## config.mk

```make
export PLATFORM = sky130hd
export DESIGN_NAME = vga_frame_capture_ctl_flat
export DESIGN_NICKNAME = d
export VERILOG_FILES = /design/src/rtl/vga_frame_capture_ctl_if.sv /design/src/rtl/vga_frame_capture_ctl.sv /design/src/flat_wrapper.sv
export SDC_FILE = /design/constraint.sdc
export NUM_CORES = 1
export LEC_CHECK = 0
export ABC_AREA = 1
export CAP_MARGIN = 5
export CORE_ASPECT_RATIO = 1.4
export CORE_MARGIN = 2
export CORE_UTILIZATION = 40
export CTS_BUF_LIST = sky130_fd_sc_hd__clkbuf_2 sky130_fd_sc_hd__clkbuf_4 sky130_fd_sc_hd__clkbuf_8
export CTS_CLUSTER_SIZE = 25
export DETAILED_ROUTE_END_ITERATION = 10
export DONT_BUFFER_PORTS = 1
export GPL_TIMING_DRIVEN = 0
export SETUP_SLACK_MARGIN = 0.4
export SLEW_MARGIN = 20
export SYNTH_ARGS = -nofsm -noshare
export SYNTH_HDL_FRONTEND = slang
export SYNTH_SLANG_ARGS = --single-unit
```

## constraint.sdc

```tcl
create_clock -name pclk -period 1.6 [get_ports pclk]
set_input_delay 0.24 -clock pclk [delete_from_list [all_inputs] [get_ports pclk]]
set_output_delay 0.24 -clock pclk [all_outputs]
set_load 0.01 [all_outputs]
```

## src/rtl/vga_frame_capture_ctl_if.sv

```systemverilog
// Bus between the VGA pipeline tap, the frame-capture sequencer and the frame-dump sink.
// The master side drives the timing/pixel stream and requests; the slave side is the sequencer.
interface vga_frame_capture_ctl_if #(
   parameter int CNT_W = 16,
   parameter int FRM_W = 8
);
   logic             start;
   logic [FRM_W-1:0] num_frames;
   logic             vblnk;
   logic             hblnk;
   logic [7:0]       r_in;
   logic [7:0]       g_in;
   logic [7:0]       b_in;
   logic             go;
   logic             wr_en;
   logic [7:0]       r_out;
   logic [7:0]       g_out;
   logic [7:0]       b_out;
   logic [CNT_W-1:0] xdim;
   logic [CNT_W-1:0] ydim;
   logic [FRM_W-1:0] frame_idx;
   logic             busy;
   logic             done;
   logic             err;

   modport master (
      output start, num_frames, vblnk, hblnk, r_in, g_in, b_in,
      input  go, wr_en, r_out, g_out, b_out, xdim, ydim, frame_idx, busy, done, err
   );

   modport slave (
      input  start, num_frames, vblnk, hblnk, r_in, g_in, b_in,
      output go, wr_en, r_out, g_out, b_out, xdim, ydim, frame_idx, busy, done, err
   );
endinterface

```

## src/rtl/vga_frame_capture_ctl.sv

```systemverilog
// Frame-capture sequencer: measures the active frame size, then paces N frames of
// pixels to the frame-dump sink with go strobes and a 2-cycle pixel pipeline.
module vga_frame_capture_ctl #(
   parameter int CNT_W = 16,
   parameter int FRM_W = 8
) (
   input  logic                   pclk,
   input  logic                   rst,
   vga_frame_capture_ctl_if.slave bus
);

   typedef enum logic [2:0] {IDLE, SYNC, MEASURE, ARM, CAPTURE, FINISH} state_t;

   state_t           state;
   logic             vblnk_q;
   logic             hblnk_q;
   logic             vfall;
   logic             vrise;
   logic             active;
   logic             line_end;
   logic             cap_en;
   logic [CNT_W-1:0] line_cnt;
   logic [CNT_W-1:0] xdim;
   logic [CNT_W-1:0] ydim;
   logic             x_lock;
   logic [FRM_W-1:0] n_lat;
   logic [FRM_W-1:0] frame_idx;
   logic [FRM_W-1:0] frame_nxt;
   logic             go;
   logic             done;
   logic             busy;
   logic             err;
   logic             p_v;
   logic [7:0]       p_r;
   logic [7:0]       p_g;
   logic [7:0]       p_b;
   logic             wr_en;
   logic [7:0]       r_out;
   logic [7:0]       g_out;
   logic [7:0]       b_out;

   always_comb begin
      vfall     = vblnk_q & ~bus.vblnk;
      vrise     = ~vblnk_q & bus.vblnk;
      active    = ~bus.vblnk & ~bus.hblnk;
      line_end  = bus.hblnk & ~hblnk_q & ~bus.vblnk;
      frame_nxt = frame_idx + 1'b1;
      // The vfall cycle that leaves ARM already carries the first pixel of the frame.
      cap_en    = active & ((state == CAPTURE) | ((state == ARM) & vfall));
   end

   always_ff @(posedge pclk) begin
      if (rst) begin
         vblnk_q  <= 1'b0;
         hblnk_q  <= 1'b0;
         line_cnt <= '0;
         p_v      <= 1'b0;
         p_r      <= '0;
         p_g      <= '0;
         p_b      <= '0;
         wr_en    <= 1'b0;
         r_out    <= '0;
         g_out    <= '0;
         b_out    <= '0;
      end else begin
         vblnk_q <= bus.vblnk;
         hblnk_q <= bus.hblnk;
         if (active)
            line_cnt <= (line_cnt == '1) ? line_cnt : line_cnt + 1'b1;
         else if (bus.hblnk)
            line_cnt <= '0;
         p_v   <= cap_en;
         p_r   <= bus.r_in;
         p_g   <= bus.g_in;
         p_b   <= bus.b_in;
         wr_en <= p_v;
         r_out <= p_r;
         g_out <= p_g;
         b_out <= p_b;
      end
   end

   always_ff @(posedge pclk) begin
      if (rst) begin
         state     <= IDLE;
         n_lat     <= '0;
         frame_idx <= '0;
         xdim      <= '0;
         ydim      <= '0;
         x_lock    <= 1'b0;
         go        <= 1'b0;
         done      <= 1'b0;
         busy      <= 1'b0;
         err       <= 1'b0;
      end else begin
         go   <= 1'b0;
         done <= 1'b0;
         unique case (state)
            IDLE: begin
               busy <= 1'b0;
               if (bus.start) begin
                  n_lat     <= bus.num_frames;
                  err       <= 1'b0;
                  frame_idx <= '0;
                  busy      <= 1'b1;
                  xdim      <= '0;
                  ydim      <= '0;
                  x_lock    <= 1'b0;
                  state     <= (bus.num_frames == '0) ? FINISH : SYNC;
               end
            end
            SYNC, MEASURE: begin
               if ((state == MEASURE) && vrise) begin
                  if ((xdim == '0) || (ydim == '0)) begin
                     err   <= 1'b1;
                     state <= FINISH;
                  end else begin
                     state <= ARM;
                  end
               end else if ((state == MEASURE) || vfall) begin
                  state <= MEASURE;
                  if (active) begin
                     if (!x_lock)
                        xdim <= (xdim == '1) ? xdim : xdim + 1'b1;
                     if (line_cnt == '0)
                        ydim <= (ydim == '1) ? ydim : ydim + 1'b1;
                  end
                  if (line_end && (xdim != '0))
                     x_lock <= 1'b1;
               end
            end
            ARM: begin
               if (vfall) begin
                  state <= CAPTURE;
                  go    <= 1'b1;
               end
            end
            CAPTURE: begin
               if (line_end && (line_cnt != xdim))
                  err <= 1'b1;
               if (vrise) begin
                  frame_idx <= frame_nxt;
                  state     <= (frame_nxt == n_lat) ? FINISH : ARM;
               end
            end
            FINISH: begin
               // frame_idx is non-zero only when FINISH follows a completed capture.
               go    <= (frame_idx != '0);
               done  <= 1'b1;
               state <= IDLE;
            end
            default: state <= IDLE;
         endcase
      end
   end

   assign bus.go        = go;
   assign bus.wr_en     = wr_en;
   assign bus.r_out     = r_out;
   assign bus.g_out     = g_out;
   assign bus.b_out     = b_out;
   assign bus.xdim      = xdim;
   assign bus.ydim      = ydim;
   assign bus.frame_idx = frame_idx;
   assign bus.busy      = busy;
   assign bus.done      = done;
   assign bus.err       = err;

endmodule

```

## src/flat_wrapper.sv

```systemverilog
// flat-port wrapper written by rule: the top's interface ports become plain ports
module vga_frame_capture_ctl_flat 
#(
   parameter int CNT_W = 16,
   parameter int FRM_W = 8
)
  (pclk, rst, bus_start, bus_num_frames, bus_vblnk, bus_hblnk, bus_r_in, bus_g_in, bus_b_in, bus_go, bus_wr_en, bus_r_out, bus_g_out, bus_b_out, bus_xdim, bus_ydim, bus_frame_idx, bus_busy, bus_done, bus_err);
  vga_frame_capture_ctl_if #(.CNT_W(CNT_W), .FRM_W(FRM_W)) bus_i ();
  input  logic pclk;
  input  logic rst;
  input wire logic [$bits(bus_i.start)-1:0] bus_start;
  input wire logic [$bits(bus_i.num_frames)-1:0] bus_num_frames;
  input wire logic [$bits(bus_i.vblnk)-1:0] bus_vblnk;
  input wire logic [$bits(bus_i.hblnk)-1:0] bus_hblnk;
  input wire logic [$bits(bus_i.r_in)-1:0] bus_r_in;
  input wire logic [$bits(bus_i.g_in)-1:0] bus_g_in;
  input wire logic [$bits(bus_i.b_in)-1:0] bus_b_in;
  output wire logic [$bits(bus_i.go)-1:0] bus_go;
  output wire logic [$bits(bus_i.wr_en)-1:0] bus_wr_en;
  output wire logic [$bits(bus_i.r_out)-1:0] bus_r_out;
  output wire logic [$bits(bus_i.g_out)-1:0] bus_g_out;
  output wire logic [$bits(bus_i.b_out)-1:0] bus_b_out;
  output wire logic [$bits(bus_i.xdim)-1:0] bus_xdim;
  output wire logic [$bits(bus_i.ydim)-1:0] bus_ydim;
  output wire logic [$bits(bus_i.frame_idx)-1:0] bus_frame_idx;
  output wire logic [$bits(bus_i.busy)-1:0] bus_busy;
  output wire logic [$bits(bus_i.done)-1:0] bus_done;
  output wire logic [$bits(bus_i.err)-1:0] bus_err;
  assign bus_i.start = bus_start;
  assign bus_i.num_frames = bus_num_frames;
  assign bus_i.vblnk = bus_vblnk;
  assign bus_i.hblnk = bus_hblnk;
  assign bus_i.r_in = bus_r_in;
  assign bus_i.g_in = bus_g_in;
  assign bus_i.b_in = bus_b_in;
  assign bus_go = bus_i.go;
  assign bus_wr_en = bus_i.wr_en;
  assign bus_r_out = bus_i.r_out;
  assign bus_g_out = bus_i.g_out;
  assign bus_b_out = bus_i.b_out;
  assign bus_xdim = bus_i.xdim;
  assign bus_ydim = bus_i.ydim;
  assign bus_frame_idx = bus_i.frame_idx;
  assign bus_busy = bus_i.busy;
  assign bus_done = bus_i.done;
  assign bus_err = bus_i.err;
  vga_frame_capture_ctl #(.CNT_W(CNT_W), .FRM_W(FRM_W)) u_core (.pclk(pclk), .rst(rst), .bus(bus_i));
endmodule
```

==> results by group <==
Status
  • Run status: finished with violations
  • Failing checks: setup timing

Finish
  • Syn-to-layout area delta: 47.94%
  • Register area: 2592 sq um
  • Share of cells above drive strength 1: 36.31%
  • Fin cells: 1197
  • Layout net count: 1040
  • Design area: 8800 sq um
  • Area of the multi-input gates: 3707 sq um
  • Antenna cells: 0
  • Fill cells: 1285

Clock tree
  • Worst-Skew Late Latency: 450 ps
  • CTS HTree Levels: 4
  • CTS root buf: clkbuf_8
  • CTS tree: built
  • Number of CTS-inserted buffers: 17
  • Clock buffer depth: 2
  • Clk sink count: 124
  • Clock transition at path regs: 90 ps

Placement
  • Buffers added on ports: 0
  • Placed Cells: 1059
  • Placer Congestion: 0.9125
  • Placed Instance Area: 6556 sq um
  • Post-DP HPWL: 12070 microns

GRT
  • Vias in the first global route: 5714
  • Remaining global-route overflow: 0
  • First-pass GRT wire length: 28880 microns
  • Initial antenna violation count: 0
  • GRT Resource Usage Total: 23.19%
  • Largest net degree at the start of global routing: 17

Timing
  • Max Clk Rate: 543.5 MHz
  • Slew margin rel.: 45.28%
  • Sum Neg Setup Slack: -6474 ps
  • Clk_skew: 15.93 ps
  • Final worst slack: -239.9 ps
  • Measured slew at the worst slew-check pin: 820.9 ps
  • Min Tclk post-route: 1840 ps
  • Max-slew violation count: 0
  • RSZ-0062 raised after global routing: true
  • Final setup viols: 46
  • Final worst path period share: 115.0%
  • Final Hold Viols: 0

Yosys
  • Synth area leader: dfxtp_1
  • Synthesis-stage register bit count: 124
  • EDFF count, synth: 0
  • Mapped Cells: 870
  • Syn_nets: 915
  • Cell area after synthesis: 5948 sq um
  • Avg Cell Area, Syn: 6.837 sq um
  • Area contributors post-synth: dfxtp_1 (42%), nand2_1 (10%), nor2_1 (9.0%), inv_1 (8.3%), nand3_1 (5.5%)
  • Register area share after synthesis: 41.73%
  • Ys flop type: dfxtp_1
  • Ys Warns: 0
  • Async SR Flop Fraction: 0%
  • Post-synth top area share: 41.73%
  • Synth cell types: 34

Critical path
  • Maximum net fanout on the critical path: 7
  • CP arrival: 2180 ps
  • Startpoint Class: register
  • Crit Path Category: reg2reg
  • Critical Path RT: 1940 ps
  • Crit end category: register

Floorplanning
  • Site Rows: 52
  • Die Y: 148.3 microns
  • Core Region: 14510 sq um
  • I/O pin total: 106
  • Die ar.: 15880 sq um
  • Initial core utilization: 41.00%
  • Die X-Extent: 107.1 microns

Routing
  • Top routing layer used: met4
  • 1st-pass router iterations: 5
  • Post-Route M1 WL: 7505 microns
  • Antenna Nets Post-Route: 0
  • Vias per cell: 5.066
  • Vias: 6064
  • Drt wl/cell: 15.76 microns
  • DR DRC count: 0
  • Met3 wire length: 1046 microns
  • Met2 WL: 9880 microns
  • Initial DRC Count: 275
  • Routed WL: 18870 microns

Min path
  • Hold Path Class: in2reg

Power
  • Leakage: 0.003604 uW
  • VDD IR-drop max: 0.0005914 V
  • Power Density: 1087 nW/um^2

Flow run
  • Max-cap violation count: 0
[cells in the mapped netlist, types with 2 or more instances]
| master | count |
|---|---|
| a211oi_1 | 2 |
| a21oi_1 | 63 |
| a21oi_2 | 2 |
| buf_2 | 3 |
| buf_6 | 2 |
| clkbuf_1 | 20 |
| dfxtp_1 | 124 |
| ha_1 | 8 |
| inv_1 | 132 |
| inv_2 | 3 |
| nand2_1 | 158 |
| nand2_2 | 2 |
| nand3_1 | 65 |
| nand4_1 | 20 |
| nor2_1 | 142 |
| nor2_2 | 2 |
| nor3_1 | 38 |
| nor3b_1 | 2 |
| nor4_1 | 11 |
| o21ai_0 | 29 |
| xnor2_1 | 11 |
| xor2_1 | 19 |
[layout by cell type, fill, tap and decap left out, types with 8 or more instances in the layout]
| cell | netlist | final |
|---|---|---|
| dfxtp_1 | 124 | 70 |
| xor2_1 | 19 | 19 |
| dlygate4sd3_1 | 0 | 34 |
| dfxtp_2 | 0 | 37 |
| nand4_1 | 20 | 20 |
| a21oi_2 | 2 | 27 |
| nor2_1 | 142 | 120 |
| nand2_4 | 0 | 20 |
| o21ai_2 | 0 | 11 |
| inv_6 | 0 | 8 |
| dfxtp_4 | 0 | 17 |
| inv_1 | 132 | 117 |
| nand3_2 | 0 | 16 |
| clkbuf_8 | 0 | 21 |
| nand2_2 | 2 | 35 |
| a21oi_1 | 63 | 38 |
| nand2_1 | 158 | 102 |
| nor3_2 | 1 | 9 |
| nor3_1 | 38 | 24 |
| buf_4 | 1 | 44 |
| o21ai_1 | 1 | 13 |
| xnor2_1 | 11 | 11 |
| nand3_1 | 65 | 47 |
| buf_6 | 2 | 25 |
| nor2_4 | 1 | 20 |
[stage by stage]
step | utilization (%) | power, uW | worst slack [ps] | hold WS, ps
2_1_floorplan | - | 4797 | -18.02 | 318.1
3_3_place_gp | 45.19 | 5246 | -425.4 | 321.7
3_5_place_dp | 45.19 | 5256 | -432.8 | 322.5
4_1_cts | 56.60 | 8892 | -223.6 | 13.54
5_1_grt | 60.65 | 9997 | -350.6 | 18.89
6_report | 60.65 | 9567 | -239.9 | 23.99
[area by class of cell]
type	count	area share, %
Clock buffer	17	2.659
Timing Repair Buffer	106	12.10
Inverter	136	6.455
Buffer	27	2.602
Sequential cell	124	29.46
Multi-Input combinational cell	583	42.13
Clock inverter	15	1.905
Tap cell	189	2.687
[worst max-delay path, cell delays in order, from the launching register on]
cell and delay (ps):
dfxtp_4 400, nor2_4 70, nand2_4 90, nor2_4 50, nor3_4 220, o21ai_2 100
or2_1 260, buf_6 150, buf_4 140, buf_6 110, o21ai_2 100, a21oi_1 50
[flip-flops by register name, summed over array words and instances, names as in the netlist, 3 cells and up]
signal and cells:
u_core.bus.xdim 16, u_core.p_r 8, u_core.n_lat 8, u_core.p_g 8, u_core.line_cnt 16, u_core.state 3, u_core.bus.b_out 8, u_core.bus.g_out 8
u_core.bus.ydim 16, u_core.p_b 8, u_core.bus.r_out 8, u_core.bus.frame_idx 8
[power breakdown]
part           leakage [uW]  switching [uW]  internal, uW  total, uW
registers           0.00105             203          3250       3460
clock network      0.000199            1550          1310       2860
logic               0.00236            1740          1500       3240
[path summary, 6_finish.rpt]
kind,depth (start not counted),slack [ps],start,endpoint
worst max-delay path,11,-240,u_core.state[1],u_core.bus.xdim[10]
worst min-delay path,3,20,bus_vblnk,u_core.x_lock
worst max register to register,11,-240,u_core.state[1],u_core.bus.xdim[10]
worst min register to register,2,400,u_core.p_r[0],u_core.bus.r_out[0]
[cells by family (layout without fill, tap and decap cells)]
family	count (synthesis)	in the layout	share of synthesized area, %
AO/OA/AOI/OAI	100	100	8.751
XOR/XNOR	30	30	4.417
AND/OR/NAND/NOR	445	445	32.39
buffers and inverters	163	301	11.02
flip-flops	124	124	41.73
adder cells (fa/ha/maj)	8	8	1.683
[layer usage]
metal	vias up	global-route usage, %
met1	2849	26.10
met4	0	8.896
met5	-	0
li1	3028	-
met2	154	41.23
met3	33	6.310
[timing repair]
| item | 4_1_cts | 5_1_grt |
|---|---|---|
| cloned | 3 | 1 |
| setup buffers | 44 | 24 |
| pin swaps | 40 | 47 |
| hold buffers | 34 | 0 |
| hold endpoints to repair | 34 | 0 |
| setup endpoints to repair | 88 | 105 |
| gates resized for setup | 157 | 126 |
Note: power is estimated with default switching activity, not from simulation.
